### src/rtl/bcd_pkg.sv
// Shared definitions for the sequential BCD-to-binary converter.
//   state_t        : converter FSM states (idle, converting, result pulse)
//   DEF_DIGITS     : default number of packed BCD digits
//   DEF_BIN_W      : default binary result width (2^BIN_W > 10^DIGITS - 1)
//   BCD_MAX_DIGIT  : largest legal BCD digit value
package bcd_pkg;

    typedef enum logic [1:0] {
        ST_IDLE,
        ST_CONV,
        ST_DONE
    } state_t;

    localparam int unsigned DEF_DIGITS    = 4;
    localparam int unsigned DEF_BIN_W     = 14;
    localparam logic [3:0]  BCD_MAX_DIGIT = 4'd9;

endpackage

### src/rtl/bcd_digit_mac.sv
// One multiply-accumulate step of BCD-to-binary conversion (combinational).
//   acc_in    : running binary accumulator
//   digit     : next BCD digit, most significant first
//   acc_out   : acc_in*10 + digit, wrapping mod 2^BIN_W
//   digit_bad : digit is not a legal BCD value (> 9)
module bcd_digit_mac
    import bcd_pkg::*;
#(
    parameter int unsigned BIN_W = DEF_BIN_W
) (
    input  logic [BIN_W-1:0] acc_in,
    input  logic [3:0]       digit,
    output logic [BIN_W-1:0] acc_out,
    output logic             digit_bad
);

    // x10 built from two shifts so no multiplier is inferred.
    always_comb begin
        acc_out   = (acc_in << 3) + (acc_in << 1) + BIN_W'(digit);
        digit_bad = (digit > BCD_MAX_DIGIT);
    end

endmodule

### src/rtl/bcd_to_bin_seq.sv
// Sequential BCD-to-binary converter: one digit per clock, MSD first.
//   clk     : system clock, rising edge
//   rst     : asynchronous active-high reset
//   start   : conversion request, sampled only while idle
//   bcd_in  : packed BCD word, MSD in top nibble, captured on accepted start
//   busy    : high while digits are being processed
//   done    : one-cycle pulse when bin_out/err carry a new result
//   err     : some digit of the last word was > 9
//   bin_out : converted value, held until the next result
module bcd_to_bin_seq
    import bcd_pkg::*;
#(
    parameter int unsigned DIGITS = DEF_DIGITS,
    parameter int unsigned BIN_W  = DEF_BIN_W
) (
    input  logic                  clk,
    input  logic                  rst,
    input  logic                  start,
    input  logic [4*DIGITS-1:0]   bcd_in,
    output logic                  busy,
    output logic                  done,
    output logic                  err,
    output logic [BIN_W-1:0]      bin_out
);

    localparam int unsigned CNT_W = (DIGITS > 1) ? $clog2(DIGITS) : 1;

    state_t              state;
    state_t              state_next;
    logic [4*DIGITS-1:0] shreg;
    logic [BIN_W-1:0]    acc;
    logic [BIN_W-1:0]    acc_next;
    logic [CNT_W-1:0]    cnt;
    logic                err_acc;
    logic                digit_bad;
    logic                last_digit;

    bcd_digit_mac #(
        .BIN_W(BIN_W)
    ) u_mac (
        .acc_in    (acc),
        .digit     (shreg[4*DIGITS-1 -: 4]),
        .acc_out   (acc_next),
        .digit_bad (digit_bad)
    );

    assign last_digit = (cnt == CNT_W'(DIGITS - 1));

    // Status outputs decode the state register only: no input-to-output path.
    assign busy = (state == ST_CONV);
    assign done = (state == ST_DONE);

    always_ff @(posedge clk or posedge rst) begin
        if (rst) begin
            state <= ST_IDLE;
        end else begin
            state <= state_next;
        end
    end

    always_comb begin
        state_next = state;
        case (state)
            ST_IDLE: if (start) state_next = ST_CONV;
            ST_CONV: if (last_digit) state_next = ST_DONE;
            ST_DONE: state_next = ST_IDLE;
            default: state_next = ST_IDLE;
        endcase
    end

    always_ff @(posedge clk or posedge rst) begin
        if (rst) begin
            shreg   <= '0;
            acc     <= '0;
            cnt     <= '0;
            err_acc <= 1'b0;
            err     <= 1'b0;
            bin_out <= '0;
        end else if (state == ST_IDLE) begin
            if (start) begin
                shreg   <= bcd_in;
                acc     <= '0;
                cnt     <= '0;
                err_acc <= 1'b0;
            end
        end else if (state == ST_CONV) begin
            acc     <= acc_next;
            shreg   <= shreg << 4;
            err_acc <= err_acc | digit_bad;
            cnt     <= cnt + CNT_W'(1);
            // Publish straight from the MAC so the result lands on the final digit edge.
            if (last_digit) begin
                bin_out <= acc_next;
                err     <= err_acc | digit_bad;
            end
        end
    end

endmodule

### config.mk
export PLATFORM = sky130hd
export DESIGN_NAME = bcd_to_bin_seq
export DESIGN_NICKNAME = d
export VERILOG_FILES = /design/src/rtl/bcd_pkg.sv /design/src/rtl/bcd_digit_mac.sv /design/src/rtl/bcd_to_bin_seq.sv
export SDC_FILE = /design/constraint.sdc
export NUM_CORES = 1
export LEC_CHECK = 0
export ABC_AREA = 1
export CORE_MARGIN = 2
export CORE_UTILIZATION = 55
export DETAILED_ROUTE_END_ITERATION = 8
export GPL_ROUTABILITY_DRIVEN = 0
export PLACE_DENSITY = 0.79
export SYNTH_ARGS = -nofsm -noshare
export SYNTH_HDL_FRONTEND = slang
export SYNTH_SLANG_ARGS = --single-unit
### constraint.sdc
create_clock -name clk -period 2.5 [get_ports clk]
set_input_delay 0.5 -clock clk [delete_from_list [all_inputs] [get_ports clk]]
set_output_delay 0.5 -clock clk [all_outputs]
set_load 0.05 [all_outputs]
* Word level (Yosys, flattened, before mapping)
Cells that the tools add are included.
** Operators by class
- Shifts and indexed selects :: 0
- Magnitude comparators :: 1
- Multiply operators :: 0
- Eq/ne operators :: 5
- Multiplexer cells :: 15
- Bitwise gates (word level) :: 2
- Divide/modulo/power cells :: 0
- Add/subtract/negate cells :: 3
- Reduce and logical (&&, ||, !) cells :: 5
** Operators by type and width (number)
- $mux W16 :: 3
- $mux W13 :: 3
- $add A14 B14 Y14 :: 1
- $add A14 B4 Y14 :: 1
- $mux W2 :: 5
- $eq A2 B2 Y1 const B :: 2
- $gt A4 B4 Y1 const B :: 1
- $pmux W2 S2 :: 1
- $reduce_and A2 Y1 :: 2
- $mux W1 :: 3
- $reduce_and A3 Y1 :: 1
- $add A2 B1 Y2 const B :: 1
- $eq A2 B1 Y1 const B :: 1
- $logic_not A2 Y1 :: 1
- $ne A2 B1 Y1 const B :: 1
- $ne A2 B2 Y1 const B :: 1
- $reduce_bool A2 Y1 :: 1
- $not A1 Y1 :: 1
- $or A1 B1 Y1 :: 1
** Storage, ports and cells
- Bits in latches :: 0
- Bits in read-only memories :: 0
- Memories :: 0
- RAM bits :: 0
- Flip-flop bits (word level) :: 49
- Input bits :: 19
- Output and inout bits :: 17

* Logic depth before layout (Yosys ltp)
Gate-level depths: netlist of run 1.
- Word-level depth :: 4
- Mapped depth :: 13
- Mapped depth without buffers :: 13

* By module
Synthesis of run 1 repeated with hierarchy kept, for this count alone.
** Second synthesis, totals
- Cells, all modules :: 404
- Area total of the unflattened synthesis :: 3078.0 um2
** By module, submodules not included
- bcd_to_bin_seq :: seq. area each 1251.2 um2, cells each 258, area each 2232.1 um2, times used 1
- bcd_digit_mac :: seq. area each 0.0 um2, cells each 146, area each 845.8 um2, times used 1

* Worst setup path before layout of run 1
OpenSTA, ideal clock, no wires.
- Path kind :: flip-flop to flip-flop
- Start point :: reg shreg[15]
- End point :: reg bin_out[7]
- Buffers on the path :: 0
- Arrival time :: 2.005 ns
- Library setup time :: 0.118 ns
- Setup slack :: 0.377 ns
- Stages on the path, launching flop included :: 12
- Cells stage by stage :: dfrtp_1 inv_1 fa_1 inv_1 ha_1 nand3_1 nand3_1 nand2_1 nand2_1 or2_2 nand3_1 nand2_1
** Between the ends
- Cells in the longest elaborated chain, start to end :: 1
** Ends and longest elaborated chain
- start: declaration :: RTL line bcd_to_bin_seq.sv:30 : logic [4*DIGITS-1:0] shreg;
- start signal: assignment :: RTL line bcd_to_bin_seq.sv:81 : shreg <= bcd_in;
- start signal: assignment :: RTL line bcd_to_bin_seq.sv:88 : shreg <= shreg << 4;
- $add A14 B4 Y14 :: RTL line bcd_digit_mac.sv:19 : acc_out = (acc_in << 3) + (acc_in << 1) + BIN_W'(digit);
- end signal: assignment :: RTL line bcd_to_bin_seq.sv:93 : bin_out <= acc_next;
- end: declaration :: RTL line bcd_to_bin_seq.sv:23 : output logic [BIN_W-1:0] bin_out
Every way passes these cells.
A chain may end at the register's enable or synchronous reset.

* Final worst setup path of run 1
- Start point :: reg state[0]
- End point :: out busy
** Between the ends
- Cells in the longest elaborated chain, start to end :: 1
** Ends and longest elaborated chain
- start: declaration :: RTL line bcd_to_bin_seq.sv:28 : state_t state;
- start signal: assignment :: RTL line bcd_to_bin_seq.sv:57 : state <= state_next;
- $eq A2 B1 Y1 :: RTL line bcd_to_bin_seq.sv:50 : assign busy = (state == ST_CONV);
- end: declaration :: RTL line bcd_to_bin_seq.sv:20 : output logic busy,
Every way passes these cells.

==> results.yml, run 1 <==
sta:
  fmax_mhz: 424
  finalHoldViolCount: 0
  report.final.slew_viol_count: 0
  fin_skew_ns: 0.00590
  setup_violations: 0
  rsz0062_at_grt: "no"
  slew_headroom_pct: 59.2
  post-route-period-util_pct: 94.3
  tns_ns: 0
  fin_crit_ns: 2.36
  worst_pin_slew_ns: 0.612
synthesis:
  synth.most_common_cell: "nand2_1"
  ys.flop_type: "dfrtp_1"
  ys_seq_elements: 49
  syn_area_per_cell_um2: 8.00
  synth_top_area_share_pct: 43.2
  synthesis.instances: 355
  synth_area_leaders: "dfrtp_1 43%, nand2_1 13%, ha_1 10%"
  synthTopCellsByCount: "98 x nand2_1, 51 x inv_1, 49 x dfrtp_1, 27 x o21ai_0, 23 x ha_1"
  ys_types: 29
  synthArstFlopShare_pct: 100
  ys_warn_count: 0
  syn_area_mm2: 0.00284
  synth.largest_area_cell: "dfrtp_1"
  synth_seq_area_share_pct: 43.2
  synthesis.nets: 399
  synth_edf_count: 0
placement:
  place_hpwl_um: 4400
  portBuffers: 35
run:
  max-cap-violations: 0
status:
  outcome: "finished clean"
global_routing:
  grt_pass1_vias: 2280
  grtUsageTotal_pct: 23.1
  grt_antenna_before_repair: 0
  grt_overflow: 0
  grt_start_max_net_pins: 50
  grt_pass1_wl_um: 10100
route:
  num_vias: 2463
  route.detailed.drc: 0
  postRouteAntennaNets: 0
  drtPass1Iterations: 4
  drtIter0Drc: 136
  wl_um: 5880
  routedWlPerCell_um: 12.7
  vias_per_cell: 5.33
cts:
  cts_tree: "built"
  numClockSinks: 49
  cts_buffers: 5
  root_buffer: "clkbuf_8"
  ctsHtreeMaxLevel: 2
  clock_latency_ns: 0.30
  cts_setup_buffers: 0
  clk_pin_slew_ns: 0.09
  clockBufferDepth: 2
  postCtsHoldBufs: 0
  ctsResizeCount: 0
die:
  rows: 26
  initial_core_util_pct: 56.3
  fp.dieW_um: 75.8
  ios: 36
  core-area_mm2: 0.00504
  design.die.area_mm2: 0.00575
  die_h_um: 75.8
worst_setup_path:
  crit_type: "reg2out"
  cp_slowest_cell: "clkdlybuf4s50_1"
  cp-end-kind: "output pin"
  crit_chain: "inv_2 > nor2_8 > clkdlybuf4s50_1"
  crit_family: "buffers and inverters"
  cpPeakStageDelay_ns: 0.85
  worstPathRequired_ns: 2.00
  cp_num_buf_inv: 2
  crit_fanout: 9
  critical_path_arrival_ns: 1.86
  start_kind: "flop"
final_layout:
  syn2layout_area_growth_pct: 16.9
  nets: 435
  drive_above_1_share_pct: 5.87
  diodes: 0
min_path:
  worst_hold_path_type: "reg2reg"
-- registers in the layout, indices dropped and copies added (netlist names) --
name,cells
acc,13
bin_out,14
cnt,2
err,1
err_acc,1
shreg,16
state,2
-- final timing paths --
path | startpoint | to | slack (ns) | depth (start not counted)
min in group asynchronous | rst | cnt[1] | 0.66 | 3
hold / removal | bin_out[8] | bin_out[8] | 0.48 | 2
hold reg to reg | bin_out[8] | bin_out[8] | 0.48 | 2
setup / recovery | state[0] | busy | 0.14 | 3
setup reg to reg | shreg[15] | bin_out[7] | 0.19 | 11
max in group asynchronous | rst | shreg[7] | 1.43 | 3
-- kinds of logic after synthesis --
group	after synthesis	share of synthesized area, %
AOI/OAI and AO/OA	71	13.3
xor gates and xnor gates	2	0.617
and+or+nand+nor	144	21.7
buffers and inverters	64	9.70
DFF	49	43.2
adders and majority gates	25	11.5
-- layout make-up --
class	count	area (um2)
clock inverters	3	17.5
flip-flops and latches	49	1230
inverters	56	215
fillers	433	1720
clock buffers	5	68.8
repair buffers	37	365
well taps	70	87.6
multi-input cells	242	1340
-- per-layer routing --
layer	share of wire [%]	track usage [%]
met1	46	31.5
met2	48	37.0
met3	3.7	4.50
met4	2.5	8.19
met5	0	0
-- worst register-to-register path: stages, from the launching register on --
cell,delay (ns)
dfrtp_1,0.36
inv_1,0.08
fa_1,0.59
inv_1,0.06
ha_1,0.30
nand3_1,0.07
nand3_1,0.14
nand2_1,0.10
nand2_1,0.09
or2_2,0.28
nand3_1,0.09
nand2_1,0.05
-- layout by cell type (no fill, tap or decap), types with 2 or more instances in the layout --
master / count
clkinv_2: 2
ha_1: 23
buf_4: 2
inv_1: 50
dfrtp_1: 49
clkbuf_8: 5
clkdlybuf4s50_1: 35
nand3b_1: 2
o22ai_1: 2
nor2_1: 16
nand2_1: 98
o21ai_1: 17
a21oi_1: 20
inv_2: 3
fa_1: 2
a21oi_2: 4
nand4_1: 3
inv_4: 2
nand3_1: 21
o21ai_0: 27
-- per-stage QoR --
step | utilization [%] | worst slack, ns | instance area (um2) | hold slack, ns | std cells
after floorplan | - | 0.377 | 2840 | 0.450 | 355
after global placement | 64.1 | 0.275 | 3230 | 0.464 | 454
after detailed placement | 64.1 | 0.223 | 3230 | 0.464 | 454
after CTS | 65.8 | 0.141 | 3320 | 0.487 | 462
after global routing | 65.8 | 0.0101 | 3320 | 0.517 | 462
final | 65.8 | 0.141 | 3320 | 0.485 | 462
Power of run 1 is left out: the tool's default activity adds up to more than one toggle a clock period on the data nets, which glitch-free logic cannot reach.
==> inputs of run 2 (changes only) <==
--- a/config.mk
+++ b/config.mk
@@ -6,11 +6,12 @@
 export NUM_CORES = 1
 export LEC_CHECK = 0
 export ABC_AREA = 1
-export CORE_MARGIN = 2
 export CORE_UTILIZATION = 55
 export DETAILED_ROUTE_END_ITERATION = 8
 export GPL_ROUTABILITY_DRIVEN = 0
 export PLACE_DENSITY = 0.79
+export SLEW_MARGIN = 15
 export SYNTH_ARGS = -nofsm -noshare
 export SYNTH_HDL_FRONTEND = slang
 export SYNTH_SLANG_ARGS = --single-unit
+export TNS_END_PERCENT = 5
==> run 2 against run 1 <==
Critical path depth down 1. Clock skew up 0.0018 ns. Cell area up 1.0%. Global-route usage up 3.0 points. Via count down 0.69%. Wire length up 6.3%. Largest cell class unchanged. Highest routed layer unchanged.
==> results.yml, run 2 (same netlist as run 1, synthesis figures left out) <==
status:
  outcome: "finished clean"
run:
  max-cap-violations: 0
final_layout:
  syn2layout_area_growth_pct: 18.1
  fillers: 406
  top_register: "shreg"
  final_common_cell: "nand2_1"
  largest_reg_flops: 16
  fin_util_pct: 69.1
  diodes: 0
  reg.largest.list: "shreg (16), bin_out (14), acc (13)"
  nets: 436
  layout_common_cells: "98 x nand2_1, 50 x inv_1, 49 x dfrtp_1"
  final_area_mm2: 0.00335
  drive_above_1_share_pct: 5.87
worst_setup_path:
  reg2regPathDepth: 11
  crit_fanout: 9
  start_kind: "flop"
  r2r-start: "shreg[15]"
  crit_type: "reg2out"
  crit_end: "busy"
  crit_start: "state[1]"
  reg2reg_slack_ns: 0.18
  cp-end-kind: "output pin"
  r2r-end: "bin_out[7]"
  worstPathRequired_ns: 2.00
  critical_path_arrival_ns: 1.86
route:
  route.detailed.drc: 0
  drtPass1Iterations: 4
  postRouteAntennaNets: 0
  routedWlPerCell_um: 13.6
  num_vias: 2446
  drtIter0Drc: 146
  wl_um: 6260
  vias_per_cell: 5.33
global_routing:
  grt_start_max_net_pins: 30
  grtUsageTotal_pct: 26.1
  grt_use_met2_pct: 43.4
  grt_antenna_before_repair: 0
  grt_util_met3_pct: 5.08
  grt_overflow: 0
  met1_usage_pct: 34.2
  grt_pass1_wl_um: 10600
  grt_pass1_vias: 2388
  top_usage_layer: "met2"
cts:
  clockBufferDepth: 2
  ctsResizeCount: 0
  clock_latency_ns: 0.30
  cts_setup_buffers: 0
  clk_pin_slew_ns: 0.09
  numClockSinks: 49
  cts_buffers: 5
  postCtsHoldBufs: 0
  root_buffer: "clkbuf_8"
  ctsHtreeMaxLevel: 2
  cts_tree: "built"
placement:
  portBuffers: 35
  placed_area_mm2: 0.00325
  place_hpwl_um: 4670
sta:
  report.final.slew_viol_count: 0
  tns_ns: 0
  fin_skew_ns: 0.00770
  slew_headroom_pct: 64.6
  worst_pin_slew_ns: 0.529
  fin_crit_ns: 2.36
  fmax_mhz: 424
  finalHoldViolCount: 0
  post-route-period-util_pct: 94.2
  rsz0062_at_grt: "no"
  hold_ws_ns: 0.478
  setup_violations: 0
die:
  ios: 36
  die_h_um: 73.8
  design.die.area_mm2: 0.00545
  rows: 25
  fp.dieW_um: 73.8
  core-area_mm2: 0.00485
  initial_core_util_pct: 58.6
min_path:
  worst_hold_path_type: "reg2reg"
run 2: cell count changes in the layout (fill, tap and decap cells not counted), sizes merged:
cell / change
clkinvlp: -1
clkinv: -1
buf: +1
bufinv: +1
run 2: worst min path at each step:
stage / depth (start not counted) / from / slack, ns / to
2_1_floorplan: 1 / cnt[0] / 0.45 / cnt[0]
6_report: 1 / cnt[0] / 0.48 / cnt[0]
5_1_grt: 1 / cnt[0] / 0.50 / cnt[0]
3_3_place_gp: 1 / cnt[0] / 0.46 / cnt[0]
4_1_cts: 1 / cnt[0] / 0.48 / cnt[0]
3_5_place_dp: 2 / bin_out[10] / 0.46 / bin_out[10]
run 2: layout make-up:
class,count,area (um2),share of cell area [%]
multi-input cells,242,1340,39.9
clock inverters,2,35.0,1.05
inverters,56,215,6.42
repair buffers,38,385,11.5
clock buffers,5,68.8,2.05
flip-flops and latches,49,1230,36.6
well taps,67,83.8,2.50
run 2: stage by stage:
| step | worst slack (ns) | cells |
|---|---|---|
| after floorplan | 0.377 | 355 |
| after global placement | 0.294 | 452 |
| after detailed placement | 0.209 | 452 |
| after CTS | 0.138 | 459 |
| after global routing | 0.0756 | 459 |
| final | 0.144 | 459 |
run 2: layer usage:
metal	up-vias	wire [um]
met1	1145	2820
met5	-	0
met4	0	133
met2	66	3030
li1	1222	-
met3	13	270
run 2: worst max-delay path, cell delays in order (launching register included):
cell	delay [ns]
dfrtp_1	0.46
nor2_8	0.24
clkdlybuf4s50_1	0.84
Power of run 2 is left out for the same reason.
==> inputs of run 3 (changes only) <==
==> constraint.sdc (replaced) <==
create_clock -name clk -period 2.5 [get_ports clk]
set_input_delay 0.5 -clock clk [delete_from_list [all_inputs] [get_ports clk]]
set_output_delay 0.5 -clock clk [all_outputs]
set_load 0.1 [all_outputs]
==> run 3 against run 2 <==
Worst setup slack gained 0.065 ns. Die area is the same. Maximum frequency grew 2.8%. Register-to-register slack gained 0.03 ns. Sequential share of layout area grew 0.29 points. Clock-buffer cell count grew 1. Clock skew shrank 0.00088 ns. Sequential cell count is the same. Critical path depth grew 9. Critical endpoint is now bin_out[7].
==> results.yml, run 3 (same netlist as run 1, synthesis figures left out) <==
route:
  routedWlPerCell_um: 13.4
  wl_um: 6140
  drtPass1Iterations: 4
  drtIter0Drc: 160
  postRouteAntennaNets: 0
  num_vias: 2408
  route.detailed.drc: 0
  vias_per_cell: 5.23
cts:
  ctsHtreeMaxLevel: 2
  clock_latency_ns: 0.30
  cts_buffers: 5
  postCtsHoldBufs: 0
  cts_setup_buffers: 0
  numClockSinks: 49
  ctsResizeCount: 0
  clockBufferDepth: 2
  cts_tree: "built"
  clk_pin_slew_ns: 0.09
  root_buffer: "clkbuf_8"
sta:
  worst_pin_slew_ns: 0.468
  tns_ns: 0
  slew_headroom_pct: 68.7
  post-route-period-util_pct: 91.7
  finalHoldViolCount: 0
  fmax_mhz: 436
  fin_skew_ns: 0.00682
  report.final.slew_viol_count: 0
  fin_crit_ns: 2.29
  setup_violations: 0
  rsz0062_at_grt: "no"
final_layout:
  largest_reg_flops: 16
  nets: 436
  drive_above_1_share_pct: 10.4
  layout_common_cells: "98 x nand2_1, 50 x inv_1, 49 x dfrtp_1"
  multi_input_comb_area_mm2: 0.00134
  reg.largest.list: "shreg (16), bin_out (14), acc (13)"
  register_area_mm2: 0.00123
  top_register: "shreg"
  syn2layout_area_growth_pct: 17.1
  final_common_cell: "nand2_1"
  fillers: 403
  diodes: 0
die:
  ios: 36
  core-area_mm2: 0.00485
  die_h_um: 73.8
  fp.dieW_um: 73.8
  initial_core_util_pct: 58.6
  design.die.area_mm2: 0.00545
  rows: 25
global_routing:
  grt_start_max_net_pins: 30
  grt_antenna_before_repair: 0
  grt_pass1_wl_um: 10600
  grt_pass1_vias: 2327
  grtUsageTotal_pct: 25.7
  grt_overflow: 0
status:
  outcome: "finished clean"
worst_setup_path:
  start_kind: "flop"
  critical_path_arrival_ns: 2.49
  reg2regPathDepth: 11
  reg2reg_slack_ns: 0.21
  crit_fanout: 4
  worstPathRequired_ns: 2.70
  r2r-end: "bin_out[7]"
  crit_type: "reg2reg"
  cp-end-kind: "flop"
  r2r-start: "shreg[15]"
min_path:
  worstHoldEndpoint: "cnt[0]"
  min_from: "cnt[0]"
  worst_hold_path_type: "reg2reg"
  holdPathStages: 1
run:
  max-cap-violations: 0
placement:
  place_hpwl_um: 4640
  portBuffers: 35
==> run 3: metrics by stage <==
step,worst slack (ns),cell area [um2],instances,hold slack [ns],utilization [%]
2_1_floorplan,0.233,2840,355,0.450,-
3_3_place_gp,0.301,3210,452,0.466,66.1
3_5_place_dp,0.240,3210,452,0.468,66.1
4_1_cts,0.221,3330,460,0.483,68.6
5_1_grt,0.0691,3330,460,0.500,68.6
6_report,0.209,3330,460,0.480,68.6
==> run 3: cell type report <==
cell class | count | area share, %
Timing Repair Buffer | 38 | 10.3
Clock buffer | 6 | 2.48
Multi-Input combinational cell | 242 | 40.2
Inverter | 56 | 6.47
Sequential cell | 49 | 36.9
Tap cell | 67 | 2.52
Clock inverter | 2 | 1.13
==> run 3: worst max path at each step <==
| stage | from | to | cells past startpoint |
|---|---|---|---|
| final | shreg[15] | bin_out[7] | 11 |
| after detailed placement | shreg[15] | bin_out[7] | 11 |
| after CTS | shreg[15] | bin_out[7] | 11 |
| after global routing | shreg[15] | bin_out[7] | 11 |
| after floorplan | state[1] | done | 2 |
| after global placement | shreg[15] | bin_out[7] | 11 |
==> run 3: worst max-delay path, cell delays in order, from the launching register on <==
cell     delay [ns]
dfrtp_1        0.36
inv_1          0.07
fa_1           0.59
inv_1          0.06
ha_1           0.31
nand3_1        0.08
nand3_1        0.16
nand2_1        0.10
nand2_1        0.07
or2_2          0.28
nand3_1        0.08
nand2_1        0.05
==> run 3: per-layer routing <==
layer | part of all wire (%) | track usage (%) | vias to the layer above
li1 | - | - | 1220
met1 | 45 | 34.9 | 1116
met2 | 50 | 42.4 | 64
met3 | 3.6 | 4.53 | 8
met4 | 1.3 | 7.05 | 0
met5 | 0 | 0 | -
Power of run 3 is left out for the same reason.
